===== config.mk =====
export PLATFORM = sky130hd
export DESIGN_NAME = inst_sequencer
export DESIGN_NICKNAME = d
export VERILOG_FILES = /design/src/rtl/inst_sequencer.sv
export SDC_FILE = /design/constraint.sdc
export NUM_CORES = 1
export LEC_CHECK = 0
export ABC_AREA = 1
export BUFFER_PORTS_ARGS = -buffer_cell sky130_fd_sc_hd__buf_2
export CORE_UTILIZATION = 57
export CTS_BUF_LIST = sky130_fd_sc_hd__clkbuf_4 sky130_fd_sc_hd__clkbuf_8
export CTS_CLUSTER_DIAMETER = 50
export DETAILED_ROUTE_END_ITERATION = 10
export PLACE_DENSITY = 0.85
export SYNTH_ARGS = -nofsm -noshare
export SYNTH_HDL_FRONTEND = slang
export SYNTH_SLANG_ARGS = --single-unit

===== constraint.sdc =====
create_clock -name clk -period 2.1 [get_ports clk]
set_input_delay 0.315 -clock clk [delete_from_list [all_inputs] [get_ports clk]]
set_output_delay 0.315 -clock clk [all_outputs]
set_load 0.01 [all_outputs]

===== src/rtl/inst_sequencer.sv =====
// inst_sequencer: multi-cycle fetch/decode/exec/writeback control with PC, retire counter and fetch timeout
module inst_sequencer #(
  parameter int PC_W     = 32,
  parameter int RESET_PC = 0,
  parameter int TIMEOUT  = 15,
  parameter int CNT_W    = 16
) (
  input  logic             clk,
  input  logic             reset,
  input  logic             start,
  input  logic             halt_req,
  input  logic             imem_ack,
  input  logic [31:0]      imem_rdata,
  input  logic [6:0]       dec_opcode,
  input  logic             dec_reg_write,
  output logic             imem_req,
  output logic [PC_W-1:0]  imem_addr,
  output logic [31:0]      instr,
  output logic             alu_en,
  output logic             rf_we,
  output logic             busy,
  output logic             illegal,
  output logic             error,
  output logic [CNT_W-1:0] retired
);
  localparam int WW = $clog2(TIMEOUT + 1);
  typedef enum logic [2:0] {IDLE, FETCH, DECODE, EXEC, WB, ERROR} state_t;
  state_t            state_q, state_d;
  logic [PC_W-1:0]   pc_q, pc_d;
  logic [31:0]       instr_q, instr_d;
  logic [CNT_W-1:0]  ret_q, ret_d;
  logic              ill_q, ill_d;
  logic [WW-1:0]     wait_q, wait_d;
  logic              supported;
  assign supported = (dec_opcode == 7'b0110011) || (dec_opcode == 7'b0010011);
  assign imem_req  = state_q == FETCH;
  assign imem_addr = pc_q;
  assign instr     = instr_q;
  assign alu_en    = state_q == EXEC;
  assign rf_we     = (state_q == WB) && dec_reg_write && supported;
  assign busy      = (state_q != IDLE) && (state_q != ERROR);
  assign illegal   = ill_q;
  assign error     = state_q == ERROR;
  assign retired   = ret_q;
  // Next-state logic; ack wins over timeout in the final FETCH cycle
  always_comb begin
    state_d = state_q;
    pc_d    = pc_q;
    instr_d = instr_q;
    ret_d   = ret_q;
    ill_d   = ill_q;
    wait_d  = wait_q;
    case (state_q)
      IDLE:   if (start) begin
                state_d = FETCH;
                pc_d    = PC_W'(RESET_PC);
              end
      FETCH:  if (imem_ack) begin
                instr_d = imem_rdata;
                wait_d  = '0;
                state_d = DECODE;
              end else if (wait_q == WW'(TIMEOUT)) state_d = ERROR;
              else wait_d = wait_q + 1'b1;
      DECODE: state_d = EXEC;
      EXEC:   begin
                ill_d   = ill_q | ~supported;
                state_d = WB;
              end
      WB:     begin
                pc_d    = pc_q + PC_W'(4);
                ret_d   = ret_q + 1'b1;
                state_d = (halt_req || !start) ? IDLE : FETCH;
              end
      default: state_d = ERROR;
    endcase
  end
  // State and datapath registers with synchronous reset
  always_ff @(posedge clk) begin
    if (reset) begin
      state_q <= IDLE;
      pc_q    <= PC_W'(RESET_PC);
      instr_q <= 32'h0000_0013;
      ret_q   <= '0;
      ill_q   <= 1'b0;
      wait_q  <= '0;
    end else begin
      state_q <= state_d;
      pc_q    <= pc_d;
      instr_q <= instr_d;
      ret_q   <= ret_d;
      ill_q   <= ill_d;
      wait_q  <= wait_d;
    end
  end
endmodule


==> results of run 1 <==
-- registers in the layout, indices dropped and copies added, names as in the netlist --
name	cells
imem_addr	30
retired	16
state_q	3
wait_q	4
instr	32
illegal	1
-- per-layer routing --
| metal | track usage (%) | up-vias |
|---|---|---|
| met1 | 32.73 | 1953 |
| met5 | 0 | - |
| met4 | 11.52 | 0 |
| li1 | - | 2192 |
| met3 | 7.619 | 21 |
| met2 | 51.08 | 146 |
-- power by group --
group | internal (mW) | switching, mW
sequential | 1.72 | 0.0537
clock | 0.578 | 0.595
combinational | 0.193 | 0.328
total | 2.49 | 0.977
-- Yosys cell counts (all sizes together) --
cell	n	share of area (%)
o21bai	2	0.37
nor2	139	14
inv	61	5.6
ha	3	0.92
o221ai	1	0.22
dfxtp	86	42
a211oi	3	0.55
nand3	40	5.1
o21a	1	0.19
and2	2	0.31
xor2	2	0.43
nand2	137	13
a21oi	29	3.6
o31ai	1	0.19
nor3	14	1.8
nand4	11	1.7
buf	14	1.9
clkbuf	9	0.83
o211ai	1	0.19
conb	1	0.092
a31oi	1	0.15
o21ai	46	5.7
o22ai	1	0.15
nor4	3	0.46
xnor2	2	0.43
-- critical path: stages (launching register included) --
cell and delay (ps):
dfxtp_1 370, inv_1 120, nand2_1 70, nor2_2 160, buf_4 260, nand2_1 70
nor2_1 90, buf_2 130
-- kinds of logic after synthesis --
group,share of synthesized area (%)
XOR/XNOR,0.8633
flip-flops,42.42
adder cells (fa/ha/maj),0.9249
AND/OR/NAND/NOR,36.07
AO/OA/AOI/OAI,11.25
other,0.09239
buffers and inverters,8.385
-- placed cells by master (no fill, tap or decap) --
cell type and n:
nand2_1 136, nor2_1 129, buf_2 127, dfxtp_1 86
inv_1 59, o21ai_0 45, nand3_1 39, a21oi_1 29
nor3_1 13, nand4_1 11, buf_4 11, clkbuf_8 10
nor2_2 6, nor2_4 4, nor4_1 3, a211oi_1 3
ha_1 3, clkinv_2 3, inv_2 2, and2_1 2
o21bai_1 2, xnor2_1 2, xor2_1 2, conb_1 2
nand3_2 1, nand2_2 1, o21ai_1 1, o31ai_1 1
o211ai_1 1, a31oi_1 1, o22ai_1 1, nor3_2 1
o21a_1 1, o221ai_1 1, clkinvlp_4 1, bufinv_16 1
clkinv_4 1
-- area by class of cell --
type	count	area, um2
clock buffers	10	137.6
fillers	582	1843
multi-input cells	441	2001
well taps	96	120.1
repair buffers	138	718.2
flip-flops and latches	86	1722
clock inverters	6	61.31
inverters	61	229.0
-- final timing paths --
check | start | to | slack, ps | cells past startpoint
worst max-delay path | state_q[0] | rf_we | 140 | 7
worst min-delay path | imem_rdata[0] | instr[0] | 160 | 3
worst max register to register | imem_addr[2] | imem_addr[20] | 430 | 8
worst min register to register | instr[4] | instr[4] | 460 | 2
==> results by group, run 1 <==
Route
  – Routed wire per std cell: between 10 and 15 um
  – Vias: 4312
  – Router iterations before antenna repair: 5
  – Number of DRC violations after detailed-routing iteration 0: 140
  – Vias/cell: approximately 5.1
  – Antenna viol nets, final: 0
  – Drt total wl: ~10000 um
  – DRC Markers: 0
  – Met3 Routed Length: 689 um
  – Uppermost layer routed: met4
  – Wire length on met2: 5081 um
  – DRT met1 WL: 4257 um

Pwr
  – Leak Pwr: between 2 and 2.5 nW
  – Pwr Total: 3.464 mW
  – P per Cell Area: 694.5 mW/mm2
  – Maximum vdd drop: between 0.5 and 0.6 mV

Timing
  – Final worst setup slack: ~140 ps
  – RSZ-0062 raised after global routing: false
  – Final hold vios: 0
  – Final Critical Period: 1959 ps
  – Setup TNS: 0 ps
  – Slew Viols, Final: 0
  – Max frequency: 0.5106 GHz
  – Clock Skew: slightly above 7 ps
  – Final setup fails: 0
  – Hold slack: 160.7 ps
  – Crit share post-route: 93.26%

Critical path
  – WP data required: 1780 ps
  – Critical path type: reg2out
  – Crit Path Max Fanout: 18
  – Worst Path Arrival: 1640 ps
  – CP Capture Type: output port
  – Setup crit start kind: flop

Synthesis
  – Post-Synthesis Mean Instance Area: 6.654 um2
  – Area of the mapped netlist: a little over 0.004 mm2
  – Yosys reg bits: 86
  – Ys Warns: 0
  – Syn Inst Count: 610
  – Sequential area share after synthesis: ~42%
  – Count of different cell masters after synthesis: 33

GRT
  – Total grt overflow: 0
  – Vias in the first global route: 3976
  – Largest net degree at the start of global routing: 33
  – Initial antenna violation count: 0
  – First-pass GRT wire length: 17060 um
  – GRT Resource Usage Total: 28.73%

Floorplanning
  – Starting Density: 59.41%
  – Die height: 86.39 um
  – Die ar.: about 0.0075 mm2
  – FP Rows: 30
  – Core ar.: 0.006832 mm2
  – # IOs: between 100 and 150
  – DIE WIDTH: 86.39 um

Clock network
  – Worst-Skew Late Latency: 360 ps
  – Post-CTS sizing: 0
  – Post-CTS Setup Bufs: 0
  – Clock transition at path regs: 90 ps
  – CTS Buffer Depth: 2
  – CTS Buf Count: 9
  – CTS sink cnt: 86
  – CTS H-Tree Depth: 3
  – CTS root buf: clkbuf_8
  – CTS tree: done
  – CTS Hold Bufs: 0

Placement
  – Port bufs: 127
  – RD Place Congestion: 0.8574
  – Cell Area, Placed: 0.004790 mm2
  – Post-place setup slack: roughly 470 ps
  – Detail Placement HPWL: roughly 7400 um
  – Placed Cells: 822

Hold path
  – Hold crit path type: in2reg

Finish
  – Final Instance Count excl. Fillers: 838
  – Cell area after layout: 0.004989 mm2
  – Ant diodes: 0
  – Fin util: 73.02%
  – Total Nets Final: 785
  – Area Growth Syn to Fin: 22.90%
  – Fraction of layout cells with a size suffix above 1: 22.78%

Flow run
  – Max_cap viols: 0

Status
  – Run status: finished, final reports clean
(Power assumes the default switching activity.)
==> inputs of run 2 (changes only) <==
--- a/config.mk
+++ b/config.mk
@@ -5,9 +5,8 @@
 export SDC_FILE = /design/constraint.sdc
 export NUM_CORES = 1
 export LEC_CHECK = 0
-export ABC_AREA = 1
 export BUFFER_PORTS_ARGS = -buffer_cell sky130_fd_sc_hd__buf_2
-export CORE_UTILIZATION = 57
+export CORE_UTILIZATION = 56
 export CTS_BUF_LIST = sky130_fd_sc_hd__clkbuf_4 sky130_fd_sc_hd__clkbuf_8
 export CTS_CLUSTER_DIAMETER = 50
 export DETAILED_ROUTE_END_ITERATION = 10
==> results by group, run 2 <==
Clock network
  – Worst-Skew Late Latency: 360 ps (about the same)
  – CTS tree: done
  – Post-CTS Setup Bufs: 0 (unchanged)
  – CTS sink cnt: 86 (unchanged)
  – CTS root buf: clkbuf_8
  – CTS H-Tree Depth: 3 (unchanged)
  – CTS Buf Count: 9 (unchanged)
  – Clock transition at path regs: 80 ps (about the same)
  – CTS Buffer Depth: 2 (unchanged)

Synthesis
  – Yosys top cell area share: 44.29% (+1.9 points)
  – Most common library cells after synthesis: 94 x nand2_1, 86 x dfxtp_1, 57 x a21oi_1, 26 x clkbuf_1, 26 x nor2_1
  – Async set-reset flop share out of synthesis: 0% (unchanged)
  – Post-synth EDFFs: 0 (unchanged)
  – Top FF cell, synth: dfxtp_1
  – Syn Inst Count: 479 (-21%)
  – Count of different cell masters after synthesis: 48 (+45%)
  – Area of the mapped netlist: 0.003887 mm2 (-4.2%)
  – Post-Synthesis Mean Instance Area: 8.116 um2 (+22%)
  – Synth area leader: dfxtp_1
  – Ys Warns: 0 (unchanged)
  – Synth top area cells: dfxtp_1 44%, nand2_1 9.1%, a21oi_1 7.3%
  – Yosys reg bits: 86 (unchanged)
  – Sequential area share after synthesis: 44.29% (+1.9 points)
  – Count leader, synth: nand2_1

Critical path
  – R2R cell count: 5 (-3)
  – CP Capture Type: output port
  – CP max-delay cell: or3b_2
  – Setup crit start kind: flop
  – WP data required: 1780 ps (about the same)
  – Register-to-register setup slack: 90 ps (-340 ps)
  – Worst setup startpoint: state_q[0]
  – CP Cell Sequence: buf_4 -> or3b_2 -> inv_1 -> buf_2
  – R2r startpoint: state_q[0]
  – Worst Path Arrival: 1700 ps (+60 ps)
  – Reg-to-reg endpoint: imem_addr[26]
  – Critical path type: reg2out
  – Max incr delay on CP: 500 ps (+130 ps)
  – Critical path endpoint: imem_req
  – Crit Path Max Fanout: 12 (-6)

Route
  – Drt total wl: 9512 um (-7.0%)
  – DRC Markers: 0 (unchanged)
  – Antenna viol nets, final: 0 (unchanged)
  – Router iterations before antenna repair: 5 (unchanged)
  – Number of DRC violations after detailed-routing iteration 0: 251 (+79%)
  – Routed wire per std cell: 13.71 um (+12%)
  – Vias: 3949 (-8.4%)
  – Vias/cell: 5.690 (+11%)

Pwr
  – Maximum vdd drop: 0.4503 mV (-17%)
  – P per Cell Area: 652.5 mW/mm2 (-6.1%)
  – Leak Pwr: 2.048 nW (-13%)

Timing
  – Max frequency: 0.4969 GHz (-2.7%)
  – Final setup fails: 0 (unchanged)
  – Clock Skew: 14.14 ps (+6.930 ps)
  – Final Critical Period: 2013 ps (+54.10 ps)
  – Final hold vios: 0 (unchanged)
  – RSZ-0062 raised after global routing: false
  – Worst Max-Slew Pin Slew: ~740 ps
  – Worst slew margin: 50.75%
  – Slew Viols, Final: 0 (unchanged)
  – Setup TNS: 0 ps (unchanged)
  – Crit share post-route: 95.84% (+2.6 points)
  – Hold slack: 181.4 ps (+20.65 ps)

Floorplanning
  – Core ar.: 0.006756 mm2 (-1.1%)
  – Starting Density: 57.54% (-1.9 points)
  – FP Rows: 30 (unchanged)
  – Die height: 85.32 um (-1.2%)
  – Die ar.: 0.007280 mm2 (-2.5%)
  – # IOs: 131 (unchanged)
  – DIE WIDTH: 85.32 um (-1.2%)

GRT
  – First-pass GRT wire length: 15280 um (-10%)
  – Largest net degree at the start of global routing: 89 (+170%)
  – Total grt overflow: 0 (unchanged)
  – Vias in the first global route: 3440 (-13%)
  – Initial antenna violation count: 0 (unchanged)
  – GRT Resource Usage Total: 25.81% (-2.9 points)

Status
  – Run status: finished, final reports clean

Finish
  – Fraction of layout cells with a size suffix above 1: 30.46% (+7.7 points)
  – Total Nets Final: 657 (-16%)
  – Leading cell type in the layout, fill and taps excluded: buf_2
  – Max reg flops: 32 (unchanged)
  – Most frequent cells in the layout: 127 x buf_2, 94 x nand2_1, 86 x dfxtp_1
  – Final Instance Count excl. Fillers: 694 (-17%)
  – Area Growth Syn to Fin: 26.07%
  – Filler cell count: 549 (-5.7%)
  – Ant diodes: 0 (unchanged)
  – Cell area after layout: 0.004901 mm2 (-1.8%)
  – Fin util: 72.54% (-0.49 points)

Placement
  – Placed Cells: 678 (-18%)
  – Port bufs: 127 (unchanged)
  – Detail Placement HPWL: 6594 um (-11%)
  – RD Place Congestion: 0.8605 (+0.36%)
  – Cell Area, Placed: 0.004686 mm2 (-2.2%)

Hold path
  – Hold crit path type: in2reg

Flow run
  – Max_cap viols: 0 (unchanged)
run 2: worst min path at each step:
stage	start	end	depth (start not counted)
after floorplan	imem_rdata[0]	instr[0]	2
after global placement	instr[12]	instr[12]	2
after detailed placement	instr[16]	instr[16]	2
after CTS	imem_rdata[16]	instr[16]	3
after global routing	imem_rdata[9]	instr[9]	3
final	imem_rdata[0]	instr[0]	3
run 2: stage by stage:
stage          setup slack [ps]  total power, mW
2_1_floorplan             21.87            1.907
3_3_place_gp              107.7            2.026
3_5_place_dp              9.913            2.038
4_1_cts                   1.509            3.212
5_1_grt                   3.125            3.321
6_report                  87.39            3.198
run 2: logic make-up (layout without fill, tap and decap cells):
| kind of cell | count (synthesis) | count (layout) | share of synthesized area (%) |
|---|---|---|---|
| simple gates | 236 | 236 | 31.19 |
| compound gates | 89 | 89 | 13.04 |
| flops | 86 | 86 | 44.29 |
| buf+inv | 39 | 173 | 4.184 |
| mux | 15 | 15 | 3.991 |
| xor+xnor | 10 | 10 | 2.253 |
| fa+ha+maj | 3 | 3 | 0.9657 |
| other cells | 1 | 2 | 0.09646 |
run 2: area by class of cell:
type | count | area (um2) | share of cell area [%]
clock buffer | 9 | 123.9 | 2.527
clock inverter | 7 | 77.57 | 1.583
inverter | 9 | 33.78 | 0.6893
multi-input combinational | 355 | 2026 | 41.33
sequential | 86 | 1722 | 35.13
tap | 80 | 100.1 | 2.042
timing repair buffer | 148 | 818.3 | 16.70
run 2: repair_timing:
action | CTS | global route
hold buffers | 0 | 0
resized for setup | 0 | 3
endpoints found under the setup margin | 0 | 8
run 2: where the power goes:
part	total [mW]	internal, mW	switching [mW]
sequential	1.69	1.67	0.0192
clock	1.20	0.565	0.632
combinational	0.313	0.130	0.183
total	3.20	2.36	0.834
run 2: metal layers:
metal  global-route usage (%)  vias to the layer above  part of all wire [%]
met5                        0                        -                     0
met3                    5.642                       16                   6.0
met1                    31.23                     1841                    43
li1                         -                     1948                     -
met4                    7.727                        0                   1.4
met2                    45.97                      144                    49
run 2: worst max-delay path, delay by kind of cell, from the launching register on:
family / cells / cell delay [ps]
DFF: 1 / 340
and+or+nand+nor: 1 / 500
buffers and inverters: 3 / 520
==> inputs of run 3 (changes only) <==
==> constraint.sdc (replaced) <==
create_clock -name clk -period 2.6 [get_ports clk]
set_input_delay 0.39 -clock clk [delete_from_list [all_inputs] [get_ports clk]]
set_output_delay 0.39 -clock clk [all_outputs]
set_load 0.01 [all_outputs]
==> results by group, run 3 (synthesis gave the netlist of run 2 again) <==
Critical path
  – Crit Path Max Fanout: 13 (+1)
  – R2r startpoint: state_q[0]
  – CP delay by family, top: simple AND/OR/NAND/NOR gates
  – Reg-to-reg endpoint: imem_addr[29]
  – Register-to-register setup slack: 330 ps (+250 ps)
  – Worst Path Arrival: 2510 ps (+810 ps)
  – R2R cell count: 4 (-1)
  – CP Capture Type: flop
  – Setup crit start kind: flop
  – Critical path type: reg2reg
  – Worst path bufs/invs: 0 (-3)
  – WP data required: 2850 ps (+1070 ps)
  – Worst setup startpoint: state_q[0]
  – Max incr delay on CP: 710 ps (+210 ps)
  – Critical path endpoint: imem_addr[29]
  – CP max-delay cell: or4_1
  – WP depth: 4 (unchanged)
  – CP Cell Sequence: or3b_1 -> or4_1 -> nor3_1 -> mux2_2

Route
  – Drt total wl: 9299 um (-2.2%)
  – Router iterations before antenna repair: 5 (unchanged)
  – Vias: 3847 (-2.6%)
  – DRC Markers: 0 (unchanged)
  – Vias/cell: 5.633 (-1.0%)
  – Antenna viol nets, final: 0 (unchanged)
  – Number of DRC violations after detailed-routing iteration 0: 156 (-38%)
  – Routed wire per std cell: 13.61 um (-0.66%)

Timing
  – Slew Viols, Final: 0 (unchanged)
  – Clock Skew: 9.463 ps (-4.674 ps)
  – Final setup fails: 0 (unchanged)
  – Setup TNS: 0 ps (unchanged)
  – Final Critical Period: 2266 ps
  – Final hold vios: 0 (unchanged)
  – Max frequency: 0.4412 GHz
  – Worst Max-Slew Pin Slew: 783.6 ps (+47.53 ps)
  – Crit share post-route: between 80 and 90%
  – RSZ-0062 raised after global routing: false
  – Worst slew margin: 47.21% (-3.5 points)

Clock network
  – CTS tree: done
  – CTS root buf: clkbuf_8
  – CTS Hold Bufs: 0 (unchanged)
  – Worst-Skew Late Latency: 350 ps (about the same)
  – Post-CTS sizing: 0 (unchanged)
  – CTS H-Tree Depth: 3 (unchanged)
  – Post-CTS Setup Bufs: 0 (unchanged)
  – CTS Buffer Depth: 2 (unchanged)
  – CTS sink cnt: 86 (unchanged)
  – Clock transition at path regs: 80 ps (about the same)
  – CTS Buf Count: 9 (unchanged)

Floorplanning
  – FP Rows: 30 (unchanged)
  – # IOs: 131 (unchanged)
  – DIE WIDTH: 85.32 um (unchanged)
  – Die height: 85.32 um (unchanged)
  – Starting Density: 57.54% (unchanged)
  – Die ar.: 0.007280 mm2 (unchanged)
  – Core ar.: 0.006756 mm2 (unchanged)

Placement
  – Detail Placement HPWL: 6493 um (-1.5%)
  – RD Place Congestion: 0.8747 (+1.7%)
  – Placed Cells: 667 (-1.6%)
  – Port bufs: 127 (unchanged)

Finish
  – Max reg flops: 32 (unchanged)
  – Fraction of layout cells with a size suffix above 1: 28.52% (-1.9 points)
  – Fin util: 71.24% (-1.3 points)
  – Most frequent cells in the layout: 127 x buf_2, 94 x nand2_1, 86 x dfxtp_1
  – Total Nets Final: 646 (-1.7%)
  – Area Growth Syn to Fin: 23.82%
  – Ant diodes: 0 (unchanged)
  – Final Instance Count excl. Fillers: 683 (-1.6%)
  – Leading cell type in the layout, fill and taps excluded: buf_2
  – Filler cell count: 562 (+2.4%)

GRT
  – Total grt overflow: 0 (unchanged)
  – GRT Resource Usage Total: 25.47% (-0.35 points)
  – Vias in the first global route: 3328 (-3.3%)
  – Initial antenna violation count: 0 (unchanged)
  – First-pass GRT wire length: 15020 um (-1.7%)
  – Largest net degree at the start of global routing: 89 (unchanged)

Pwr
  – P per Cell Area: 553.1 mW/mm2 (-15%)
  – Leak Pwr: 2.005 nW (-2.1%)
  – Pwr Total: 2.662 mW (-17%)
  – Maximum vdd drop: 0.2927 mV (-35%)

Status
  – Run status: finished, final reports clean

Flow run
  – Max_cap viols: 0 (unchanged)

Hold path
  – Hold crit path type: in2reg
-- run 3: changes by cell type in the layout (fill, tap and decap cells not counted), sizes merged --
| cell | previous run | this run |
|---|---|---|
| bufinv | 1 | 2 |
| inv | 13 | 9 |
| buf | 148 | 137 |
| clkinvlp | 1 | 0 |
| clkinv | 1 | 3 |
| clkbuf | 9 | 11 |
-- run 3: per-stage QoR --
step	cell area (um2)	worst slack (ps)	hold WS, ps
4_1_cts	4813	328.1	234.9
2_1_floorplan	3891	480.0	471.0
5_1_grt	4813	233.6	251.8
3_5_place_dp	4586	327.9	444.8
6_report	4813	333.7	249.7
3_3_place_gp	4586	342.4	438.6
-- run 3: layout make-up --
class | count | area, um2 | share of cell area, %
Clock buffer | 11 | 145.1 | 3.015
Clock inverter | 5 | 82.58 | 1.716
Inverter | 9 | 33.78 | 0.7018
Multi-Input combinational cell | 355 | 2007 | 41.69
Sequential cell | 86 | 1722 | 35.77
Tap cell | 80 | 100.1 | 2.080
Timing Repair Buffer | 137 | 723.2 | 15.02
-- run 3: per-layer routing --
metal | wire [um] | GRT usage [%] | share of wire (%)
met1 | 3971 | 31.54 | 43
met2 | 4655 | 43.04 | 50
met3 | 514 | 5.642 | 5.5
met4 | 157 | 10.45 | 1.7
met5 | 0 | 0 | 0
-- run 3: power breakdown --
| group | internal [mW] | switching, mW | leakage, nW |
|---|---|---|---|
| Clock | 0.580 | 0.474 | 0.117 |
| Sequential | 1.35 | 0.0156 | 0.696 |
| Combinational | 0.0997 | 0.145 | 1.19 |
| Total | 2.03 | 0.635 | 2.00 |
-- run 3: worst min-delay path by stage --
| stage | start | endpoint | slack (ps) | cells after the start |
|---|---|---|---|---|
| detailed placement | instr[22] | instr[22] | 440 | 2 |
| CTS | imem_rdata[4] | instr[4] | 230 | 3 |
| finish | imem_rdata[1] | instr[1] | 250 | 3 |
| floorplan | wait_q[3] | wait_q[3] | 470 | 2 |
| global placement | instr[11] | instr[11] | 440 | 2 |
| global route | imem_rdata[8] | instr[8] | 250 | 3 |
-- run 3: worst reg2reg max path, delay by kind of cell, from the launching register on --
family	cells	cell delay (ps)
flip-flops	1	310
AND/OR/NAND/NOR	3	1510
multiplexers	1	350
